<file path="src/rtl/othello_pkg.sv">
// Shared constants and types for the othello turn sequencer.
// Cell/side encodings, board direction bits and turn-state codes.
package othello_pkg;

  localparam logic [1:0] CELL_EMPTY = 2'b00;
  localparam logic [1:0] SIDE_A     = 2'b10;
  localparam logic [1:0] SIDE_B     = 2'b11;

  localparam int DIR_UP    = 0;
  localparam int DIR_RIGHT = 2;
  localparam int DIR_DOWN  = 4;
  localparam int DIR_LEFT  = 6;

  localparam logic [2:0] CURSOR_HOME = 3'd3;

  typedef enum logic [3:0] {
    ST_IDLE,
    ST_CHECK,
    ST_DET,
    ST_SETTLE,
    ST_EVAL,
    ST_WRITE,
    ST_GAP,
    ST_TOGGLE,
    ST_OVER
  } turn_state_e;

  function automatic logic [1:0] other_side(input logic [1:0] s);
    return {s[1], ~s[0]};
  endfunction

endpackage

</file>
<file path="src/rtl/othello_turn_ctrl_cursor.sv">
// Wrap-around 8x8 cursor; opposing pulses in one cycle cancel.
// Moves only while en_i is high.
module othello_turn_ctrl_cursor
  import othello_pkg::*;
(
  input  logic       clock,
  input  logic       resetn,
  input  logic       en_i,
  input  logic       left_i,
  input  logic       right_i,
  input  logic       up_i,
  input  logic       down_i,
  output logic [2:0] x_o,
  output logic [2:0] y_o
);

  logic [2:0] x_q, x_d;
  logic [2:0] y_q, y_d;

  always_comb begin
    x_d = x_q;
    y_d = y_q;
    if (en_i) begin
      if (left_i && !right_i)
        x_d = x_q - 3'd1;
      else if (right_i && !left_i)
        x_d = x_q + 3'd1;
      if (up_i && !down_i)
        y_d = y_q - 3'd1;
      else if (down_i && !up_i)
        y_d = y_q + 3'd1;
    end
  end

  always_ff @(posedge clock or negedge resetn) begin
    if (!resetn) begin
      x_q <= CURSOR_HOME;
      y_q <= CURSOR_HOME;
    end else begin
      x_q <= x_d;
      y_q <= y_d;
    end
  end

  assign x_o = x_q;
  assign y_o = y_q;

endmodule

</file>
<file path="src/rtl/othello_turn_ctrl.sv">
// Othello turn sequencer: cursor, side to move, and the
// check/detect/flip/toggle handshake with the board RAM.
module othello_turn_ctrl
  import othello_pkg::*;
#(
  parameter int         HOLD_CYCLES   = 2,
  parameter int         SETTLE_CYCLES = 2,
  parameter logic [1:0] FIRST_SIDE    = SIDE_A,
  parameter int         MAX_MOVES     = 60
) (
  input  logic       clock,
  input  logic       resetn,
  input  logic       btn_left,
  input  logic       btn_right,
  input  logic       btn_up,
  input  logic       btn_down,
  input  logic       btn_place,
  input  logic       btn_pass,
  input  logic [1:0] q,
  input  logic [7:0] dir,
  output logic [2:0] x,
  output logic [2:0] y,
  output logic [1:0] side,
  output logic       detecten,
  output logic       writeen,
  output logic       busy,
  output logic       illegal,
  output logic       game_over,
  output logic [5:0] move_count
);

  localparam int CW = 8;
  localparam logic [CW-1:0] HOLD_RLD   = CW'(HOLD_CYCLES - 1);
  localparam logic [CW-1:0] SETTLE_RLD = CW'(SETTLE_CYCLES - 1);

  turn_state_e   state_q;
  logic [CW-1:0] cnt_q;
  logic [1:0]    side_q;
  logic [1:0]    pass_q;
  logic [5:0]    mc_q;
  logic          det_q, wr_q, busy_q, ill_q, over_q;
  logic [5:0]    mc_inc;
  logic          cur_en;

  assign cur_en = (state_q == ST_IDLE) && !btn_place && !btn_pass;
  assign mc_inc = (mc_q == 6'd63) ? mc_q : mc_q + 6'd1;

  othello_turn_ctrl_cursor u_cursor (
    .clock   (clock),
    .resetn  (resetn),
    .en_i    (cur_en),
    .left_i  (btn_left),
    .right_i (btn_right),
    .up_i    (btn_up),
    .down_i  (btn_down),
    .x_o     (x),
    .y_o     (y)
  );

  always_ff @(posedge clock or negedge resetn) begin
    if (!resetn) begin
      state_q <= ST_IDLE;
      cnt_q   <= '0;
      side_q  <= FIRST_SIDE;
      pass_q  <= 2'd0;
      mc_q    <= 6'd0;
      det_q   <= 1'b0;
      wr_q    <= 1'b0;
      busy_q  <= 1'b0;
      ill_q   <= 1'b0;
      over_q  <= 1'b0;
    end else begin
      ill_q <= 1'b0;
      unique case (state_q)
        ST_IDLE: begin
          if (btn_place) begin
            state_q <= ST_CHECK;
            busy_q  <= 1'b1;
          end else if (btn_pass) begin
            side_q <= other_side(side_q);
            if (pass_q == 2'd1) begin
              pass_q  <= 2'd2;
              state_q <= ST_OVER;
              over_q  <= 1'b1;
            end else begin
              pass_q <= pass_q + 2'd1;
            end
          end
        end
        ST_CHECK: begin
          if (q != CELL_EMPTY) begin
            ill_q   <= 1'b1;
            busy_q  <= 1'b0;
            state_q <= ST_IDLE;
          end else begin
            cnt_q   <= HOLD_RLD;
            det_q   <= 1'b1;
            state_q <= ST_DET;
          end
        end
        ST_DET: begin
          if (cnt_q == '0) begin
            cnt_q   <= SETTLE_RLD;
            det_q   <= 1'b0;
            state_q <= ST_SETTLE;
          end else begin
            cnt_q <= cnt_q - 1'b1;
          end
        end
        ST_SETTLE: begin
          if (cnt_q == '0)
            state_q <= ST_EVAL;
          else
            cnt_q <= cnt_q - 1'b1;
        end
        ST_EVAL: begin
          if (dir == 8'd0) begin
            ill_q   <= 1'b1;
            busy_q  <= 1'b0;
            state_q <= ST_IDLE;
          end else begin
            cnt_q   <= HOLD_RLD;
            wr_q    <= 1'b1;
            state_q <= ST_WRITE;
          end
        end
        ST_WRITE: begin
          if (cnt_q == '0) begin
            wr_q    <= 1'b0;
            state_q <= ST_GAP;
          end else begin
            cnt_q <= cnt_q - 1'b1;
          end
        end
        ST_GAP: state_q <= ST_TOGGLE;
        ST_TOGGLE: begin
          side_q <= other_side(side_q);
          mc_q   <= mc_inc;
          pass_q <= 2'd0;
          busy_q <= 1'b0;
          if (int'(mc_inc) >= MAX_MOVES) begin
            state_q <= ST_OVER;
            over_q  <= 1'b1;
          end else begin
            state_q <= ST_IDLE;
          end
        end
        ST_OVER: state_q <= ST_OVER;
        default: begin
          state_q <= ST_IDLE;
          det_q   <= 1'b0;
          wr_q    <= 1'b0;
          busy_q  <= 1'b0;
        end
      endcase
    end
  end

  assign side       = side_q;
  assign detecten   = det_q;
  assign writeen    = wr_q;
  assign busy       = busy_q;
  assign illegal    = ill_q;
  assign game_over  = over_q;
  assign move_count = mc_q;

endmodule

</file>
<file path="config.mk">
export PLATFORM = sky130hd
export DESIGN_NAME = othello_turn_ctrl
export DESIGN_NICKNAME = d
export VERILOG_FILES = /design/src/rtl/othello_pkg.sv /design/src/rtl/othello_turn_ctrl_cursor.sv /design/src/rtl/othello_turn_ctrl.sv
export SDC_FILE = /design/constraint.sdc
export NUM_CORES = 1
export LEC_CHECK = 0
export CAP_MARGIN = 10
export CELL_PAD_IN_SITES_DETAIL_PLACEMENT = 1
export CELL_PAD_IN_SITES_GLOBAL_PLACEMENT = 1
export CORE_MARGIN = 2
export CORE_UTILIZATION = 36
export CTS_BUF_LIST = sky130_fd_sc_hd__clkbuf_16
export CTS_CLUSTER_DIAMETER = 30
export DETAILED_ROUTE_END_ITERATION = 8
export MAX_ROUTING_LAYER = met4
export PLACE_DENSITY = 0.78
export SKIP_LAST_GASP = 1
export SYNTH_ARGS = -nofsm -noshare
export SYNTH_HDL_FRONTEND = slang
export SYNTH_SLANG_ARGS = --single-unit
</file>
<file path="constraint.sdc">
create_clock -name clock -period 2 [get_ports clock]
set_clock_uncertainty 0.05 [all_clocks]
set_input_delay 0.2 -clock clock [delete_from_list [all_inputs] [get_ports clock]]
set_output_delay 0.2 -clock clock [all_outputs]
set_load 0.03 [all_outputs]
</file>
# Yosys cells after proc, flatten, opt, wreduce, memory -nomap -nowiden
# Cells that the tools add are included.
# totals
regBits	32
inputBits	18
output_inout_bits	19
wordCells	126
# classes
n_addsub	7
magnitude_cmp	1
eq_ne	25
n_mux	44
bitwise	4
reduce_logical	33
# op_table
op	count
$pmux 4 s9	1
$mux 8	4
$pmux 8 s4	1
$mux 4	7
$ne 2x2->1 const B	12
$eq 4x3->1 const B	4
$logic_not 8->1	2
$mux 3	5
$mux 1	14
$reduce_or 7->1	2
$reduce_and 5->1	2
$reduce_and 3->1	3
$eq 4x2->1 const B	2
$mux 2	4
$reduce_and 4->1	2
$reduce_bool 2->1	4
$sub 8x1->8 const B	1
$add 3x1->3 const B	2
$add 6x1->6 const B	1
$eq 6x6->1 const B	1
$ge 6x6->1 const B	1
$logic_and 1x1->1	6
$logic_not 1->1	6
$mux 6	1
18 further kinds	26

# Longest topological paths before layout
# Gate-level depths: netlist of run 1.
# depth
depth_word	5
mapped_depth	7
depth_no_buf	7

# By module
# Synthesis of run 1 repeated with hierarchy kept, for this count alone.
# hier_totals
cells_unflattened	215
area_unflattened_um2	2045.7
# modules_own_cells
mod	n_inst	cells_per_inst	area_per_inst_um2	seq_area_each_um2
othello_turn_ctrl	1	183	1705.4	650.6
othello_turn_ctrl_cursor	1	32	340.3	155.1

# Least setup slack after synthesis of run 1
# No wires, ideal clock.
# synth_timing
path_type	register -> register
startpoint	register cnt_q[0]
endpoint	register cnt_q[3]
setup_ns	0.131
t_arrival_ns	1.696
required_time_ns	1.819
setup_slack_ns	0.123
stages_incl_launch_ff	8
path_buffers	1
synth_period_minus_slack_ns	1.877
cell_sequence	dfrtp_1 -> inv_1 -> ha_1 -> or3b_1 -> clkbuf_1 -> or3_1 -> o221ai_1 -> a22oi_1
# synth_between
elab_chain_cells	3
word_cells_on_any_way	7
cone_classes	1 x add/sub; 1 x eq/ne; 3 x mux; 2 x reduce/logical
# synth_lines
element	line_no	source
from (decl)	othello_turn_ctrl.sv:37	logic [CW-1:0] cnt_q;
from (signal assigned)	othello_turn_ctrl.sv:107	cnt_q <= cnt_q - 1'b1;
from (signal assigned)	othello_turn_ctrl.sv:114	cnt_q <= cnt_q - 1'b1;
from (signal assigned)	othello_turn_ctrl.sv:132	cnt_q <= cnt_q - 1'b1;
$sub 8x1->8 / $logic_not 8->1 (equally long branches)	-	
$mux 8 (tied with other cells)	othello_turn_ctrl.sv:111, othello_turn_ctrl.sv:128	
$pmux 8 s4 / $reduce_and 4->1 (equally long branches)	-	
# Parallel ways exist; a longest one is shown, timed or not. The select of a mux whose other input is x is not followed.
# A chain may end at the register's enable or synchronous reset.

# Worst setup path in the final report of run 1
# layout_timing
startpoint	register cnt_q[1]
endpoint	register cnt_q[4]
# The elaborated chain is that of the path after synthesis.

==> results of run 1 <==
## per-layer routing
layer / track usage, % / vias to the layer above / share of wire (%)
met2: 32.8 / 37 / 50
met3: 2.70 / 5 / 2.8
li1: - / 924 / -
met5: - / - / 0
met1: 26.6 / 969 / 47
met4: 6.61 / 0 / 1.1
## cell families after synthesis
kind of cell / share of synthesized area, %
simple gates: 21.1
fa+ha+maj: 5.51
flops: 38.6
xor+xnor: 4.19
mux: 1.56
buf+inv: 6.41
other cells: 0.179
compound gates: 22.5
## worst max path at each step
stage / endpoint / slack (ps) / cells past startpoint
floorplan: cnt_q[3] / 120 / 7
global placement: cnt_q[1] / 100 / 6
detailed placement: cnt_q[3] / 20 / 8
CTS: cnt_q[3] / 20 / 8
global route: cnt_q[7] / -5 / 8
finish: cnt_q[4] / 90 / 6
## metrics by stage
step	setup TNS (ps)	power (mW)	instances	area, sq um	hold WS, ps
2_1_floorplan	0	2.92	219	2090	-146
3_3_place_gp	0	3.78	338	2660	410
3_5_place_dp	0	3.89	338	2660	414
4_1_cts	0	4.82	346	2830	297
5_1_grt	-5.73	5.25	349	2870	312
6_report	0	4.89	349	2870	282
## synth_stat cells, types with 4 or more instances
cell / number
dfrtp_1: 28
inv_1: 21
nor3_1: 12
a21oi_1: 11
nor2_1: 11
nand2_1: 9
xnor2_1: 8
clkbuf_1: 6
ha_1: 6
o21ai_0: 6
a22oi_1: 5
buf_2: 5
a31oi_1: 4
dfstp_2: 4
nand2b_1: 4
nor2b_1: 4
o211ai_1: 4
o22ai_1: 4
o31ai_1: 4
or3_1: 4
## sequential cells by signal (all words and copies together), names as in the netlist
signal / flops
move_count: 6
u_cursor.x_o: 3
cnt_q: 8
writeen: 1
state_q: 4
game_over: 1
busy: 1
detecten: 1
u_cursor.y_o: 3
illegal: 1
pass_q: 2
side: 1
## worst register-to-register path: cells and delay by family, from the launching register on
kind / cells / cell delay, ps
AOI/OAI and AO/OA: 3 / 730
adders and majority gates: 1 / 180
DFF: 1 / 370
buffers and inverters: 1 / 80
and+or+nand+nor: 1 / 410
## power groups by stage
stage | Clock [mW] | Sequential (mW) | Combinational [mW]
after global placement | 0 | 1.19 | 2.59
after global routing | 0.912 | 1.25 | 3.10
after CTS | 0.892 | 1.21 | 2.73
after detailed placement | 0 | 1.21 | 2.69
final | 0.868 | 1.21 | 2.81
after floorplan | 0 | 1.43 | 1.49
## repair_timing
item	in CTS	in global routing
resized for setup	1	8
pin swaps	0	3
cloned	0	1
setup buffers	0	2
setup endpoints to repair	2	7
## final cells by class
type | count | area, sq um | area share (%)
clock buffer | 5 | 125 | 4.36
clock inverter | 3 | 42.5 | 1.48
inverter | 21 | 78.8 | 2.74
multi-input combinational | 154 | 1170 | 40.9
sequential | 32 | 806 | 28.0
tap | 72 | 90.1 | 3.14
timing repair buffer | 62 | 557 | 19.4
==> metrics.csv, run 1 <==
metric,value,unit
insertedDiodeCount,0,
cap_violations,0,
r2r_cells,6,
cts_tree,done,
initial_core_util,37.7,%
tightest_slew,548,ps
netlist_top_cells_area,"dfrtp_1 (34%), dfstp_2 (5.0%), inv_1 (3.8%)",
final_nets,302,
gp_congestion,0.792,
pwr-share-seq,24.7,%
port_buffers,35,
antenna_found_initial,0,
synth_edf_count,0,
p_clk_share,17.8,%
drt-wirelength-per-cell,16.6,microns
syn_area,2090,sq um
yosysWarningCount,0,
cp_max_fo,6,
totalWireLength,5800,microns
synth-seq-cells,32,
crit_chain,"inv_1, ha_2, or3b_4, o41a_1, o2bb2ai_1, a22oi_2",
switching_share,43.2,%
cts-root-buf,clkbuf_16,
worst-path-buf-inv,1,
period_minus_slack,1910,ps
die_width,80.2,microns
synth.avg_cell_area,9.54,sq um
synthCells,219,
die_area,6430,sq um
cts_buffers,5,
p_switching,2.11,mW
status,"finished, final reports clean",
hold_viol_final,0,
intPower,2.78,mW
avgViaCountPerCell,5.54,
layout-drive-gt1-share,20.6,%
powerDensity,1700,nW/um^2
syn_to_final_growth,37.5,%
dp_hpwl,4190,microns
drc,0,
fp-row-count,27,
drtPass1Iterations,4,
regToRegSetupSlack,90,ps
cts.sink_count,32,
synth_ff_type,dfrtp_1,
cpLargestDelayFamily,compound AO/OA/AOI/OAI gates,
cpMaxStageDelayCell,or3b_4,
hold_class,in -> async,
irDropWorstVdd,825,uV
clock_latency,280,ps
io_pins,37,
grt-ovfl-total,0,
drtIter0Drc,98,
synth_seq_area_share,38.6,%
clockBufferDepth,2,
crit_required,2140,ps
r2r-end,cnt_q[4],
grt_max_degree,33,
max_stage_delay,410,ps
vias,1935,
drv_slew,0,
hold_buffers,0,
critPathArrivalTime,2050,ps
r2r_start,cnt_q[1],
dp_slack,17.8,ps
fillers,635,
max_slew_margin,63.4,%
synth_cell_type_count,59,
max_freq,524,MHz
utilization,51.9,%
final_cell_mix,"clkdlybuf4s50_1 (35), dfrtp_1 (28), buf_4 (26)",
grt_pass1_vias,2006,
cp-end-kind,register,
synth_top_cell_by_area,dfrtp_1,
p_comb_share,57.5,%
htreeDepth,2,
synth_top_area_share,33.5,%
finalCritPeriodShare,95.4,%
synthArstFlopShare,100,%
core,5540,sq um
die_h,80.2,microns
startpoint_type,register,
grt_pass1_wl,9870,microns
p_leak,1.20,nW
cp-startpoint,cnt_q[1],
cts.reportedPaths.clkPinSlew,50,ps
final_common_cell,clkdlybuf4s50_1,
setup_violations,0,
ant_nets,0,
synth_nets,245,
grt_use_total,20.3,%
fin_ws,92.7,ps
crit_type,reg -> reg,
No activity file was read; power rests on OpenSTA's default activity.
==> run 2: changes to the inputs <==
Settings changed: CORE_ASPECT_RATIO set to 0.9, CORE_MARGIN 2 to not set.
==> run 2 against run 1 <==
Compared with the run above:
- sequential cell count stayed put
- non-clock buffer count is 1 lower
- largest power group unchanged
- sequential power hardly changed
- die area is 4.9% lower
- fmax hardly changed
==> metrics.csv, run 2 (same netlist as run 1, synthesis figures left out) <==
metric,value,unit,change
cts_tree,done,,
cap_violations,0,,unchanged
grt_use_total,22.5,%,+2.2 points
cts.sink_count,32,,unchanged
irDropWorstVdd,888,uV,+7.5%
max_slew_margin,66.9,%,+3.5 points
max_freq,524,MHz,about the same
wl_met2,2880,microns,+0.14%
insertedDiodeCount,0,,unchanged
cts-root-buf,clkbuf_16,,
max_stage_delay,510,ps,+100 ps
dp_hpwl,4310,microns,+2.9%
p_clk_share,17.5,%,-0.3 points
finalCritPeriodShare,95.4,%,about the same
topRoutingLayerUsed,met4,,
switching_share,43.4,%,+0.25 points
pwr-share-seq,24.4,%,-0.3 points
cp-end-kind,register,,
drtPass1Iterations,4,,unchanged
port_buffers,35,,unchanged
cpMaxStageDelayCell,dfrtp_1,,
regMostFlops,cnt_q,,
grt-ovfl-total,0,,unchanged
drc,0,,unchanged
antenna_found_initial,0,,unchanged
placed_cells,332,,-1.8%
crit_type,reg -> reg,,
cts_buffers,5,,unchanged
clock_latency,280,ps,about the same
largest_register_ffs,8,,unchanged
setup_violations,0,,unchanged
drtIter0Drc,121,,+23%
core,5410,sq um,-2.3%
met3WireLength,211,microns,+29%
intPower,2.77,mW,-0.25%
status,"finished, final reports clean",,
hold_class,in -> async,,
period_minus_slack,1910,ps,+1.67 ps
die_area,6110,sq um,-4.9%
worst-path-buf-inv,1,,unchanged
final_cell_mix,"clkdlybuf4s50_1 (35), dfrtp_1 (28), buf_4 (23)",,
whs,277,ps,-5.05 ps
final_common_cell,clkdlybuf4s50_1,,
crit_required,2140,ps,about the same
initial_core_util,38.6,%,+0.90 points
critPathArrivalTime,2050,ps,about the same
fp-row-count,25,,-7.4%
vias,1930,,-0.26%
grt_pass1_vias,2005,,-0.050%
grt_max_degree,33,,unchanged
drt-wirelength-per-cell,17.6,microns,+5.7%
fillers,610,,-3.9%
avgViaCountPerCell,5.63,,+1.5%
htreeDepth,2,,unchanged
stdcell_count,343,,-1.7%
final.setup.tns,0,ps,unchanged
cp_max_fo,10,,+4
grt_pass1_wl,9960,microns,+0.84%
final_nets,301,,-0.33%
hold_buffers,0,,unchanged
p_leak,1.21,nW,+0.40%
die_h,74.3,microns,-7.4%
die_width,82.3,microns,+2.6%
drv_slew,0,,unchanged
wl_met1,2880,microns,+6.5%
gp_congestion,0.848,,+7.0%
cpLargestDelayFamily,compound AO/OA/AOI/OAI gates,,
clockBufferDepth,2,,unchanged
io_pins,37,,unchanged
layout-drive-gt1-share,19.2,%,-1.4 points
totalWireLength,6030,microns,+3.9%
ant_nets,0,,unchanged
startpoint_type,register,,
crit_chain,"buf_4, nand2b_1, o41ai_1, o21ai_1, a22oi_1",,
cts.reportedPaths.clkPinSlew,50,ps,about the same
hold_viol_final,0,,unchanged
tightest_slew,492,ps,-56.2 ps
utilization,52.9,%,+1.0 points
syn_to_final_growth,37.0,%,
p_comb_share,58.1,%,+0.6 points
p_switching,2.13,mW,+0.78%
powerDensity,1710,nW/um^2,+0.55%
run 2: through the flow:
| stage | power [mW] | setup slack [ps] | instance area [sq um] |
|---|---|---|---|
| floorplan | 2.92 | 123 | 2090 |
| global placement | 3.78 | 87.6 | 2650 |
| detailed placement | 3.89 | 35.8 | 2650 |
| CTS | 4.79 | 20.2 | 2820 |
| global route | 5.23 | -27.9 | 2860 |
| finish | 4.90 | 91.0 | 2860 |
run 2: path summary, 6_finish.rpt:
path | from | to | slack (ps) | cells past startpoint
max in group asynchronous | resetn | u_cursor.x_o[0] | 1270 | 2
setup / recovery | state_q[0] | cnt_q[2] | 90 | 5
hold / removal | resetn | cnt_q[2] | 280 | 2
hold reg to reg | u_cursor.x_o[2] | u_cursor.x_o[2] | 420 | 1
min in group clock | u_cursor.x_o[2] | u_cursor.x_o[2] | 420 | 1
setup reg to reg | state_q[0] | cnt_q[2] | 90 | 5
run 2: what timing repair did:
item                                    in CTS  in global routing
resized for setup                            0                  6
buffers inserted                             0                  2
endpoints found under the setup margin       0                  9
run 2: layout make-up:
class	instances	area [sq um]	area share [%]
Sequential cell	32	806	28.1
Multi-Input combinational cell	154	1170	40.9
Clock buffer	5	125	4.37
Clock inverter	3	38.8	1.35
Timing Repair Buffer	61	559	19.5
Inverter	21	78.8	2.75
Tap cell	67	83.8	2.93
run 2: routing by layer:
layer	vias to the layer above	track usage, %
li1	919	-
met1	965	28.2
met2	40	37.8
met3	6	3.68
met4	0	5.65
met5	-	-
run 2: power groups by stage:
stage | Combinational [mW] | Clock [mW] | Sequential (mW)
floorplan | 1.49 | 0 | 1.43
global placement | 2.60 | 0 | 1.18
detailed placement | 2.69 | 0 | 1.20
CTS | 2.73 | 0.870 | 1.20
global route | 3.10 | 0.894 | 1.24
finish | 2.84 | 0.856 | 1.20
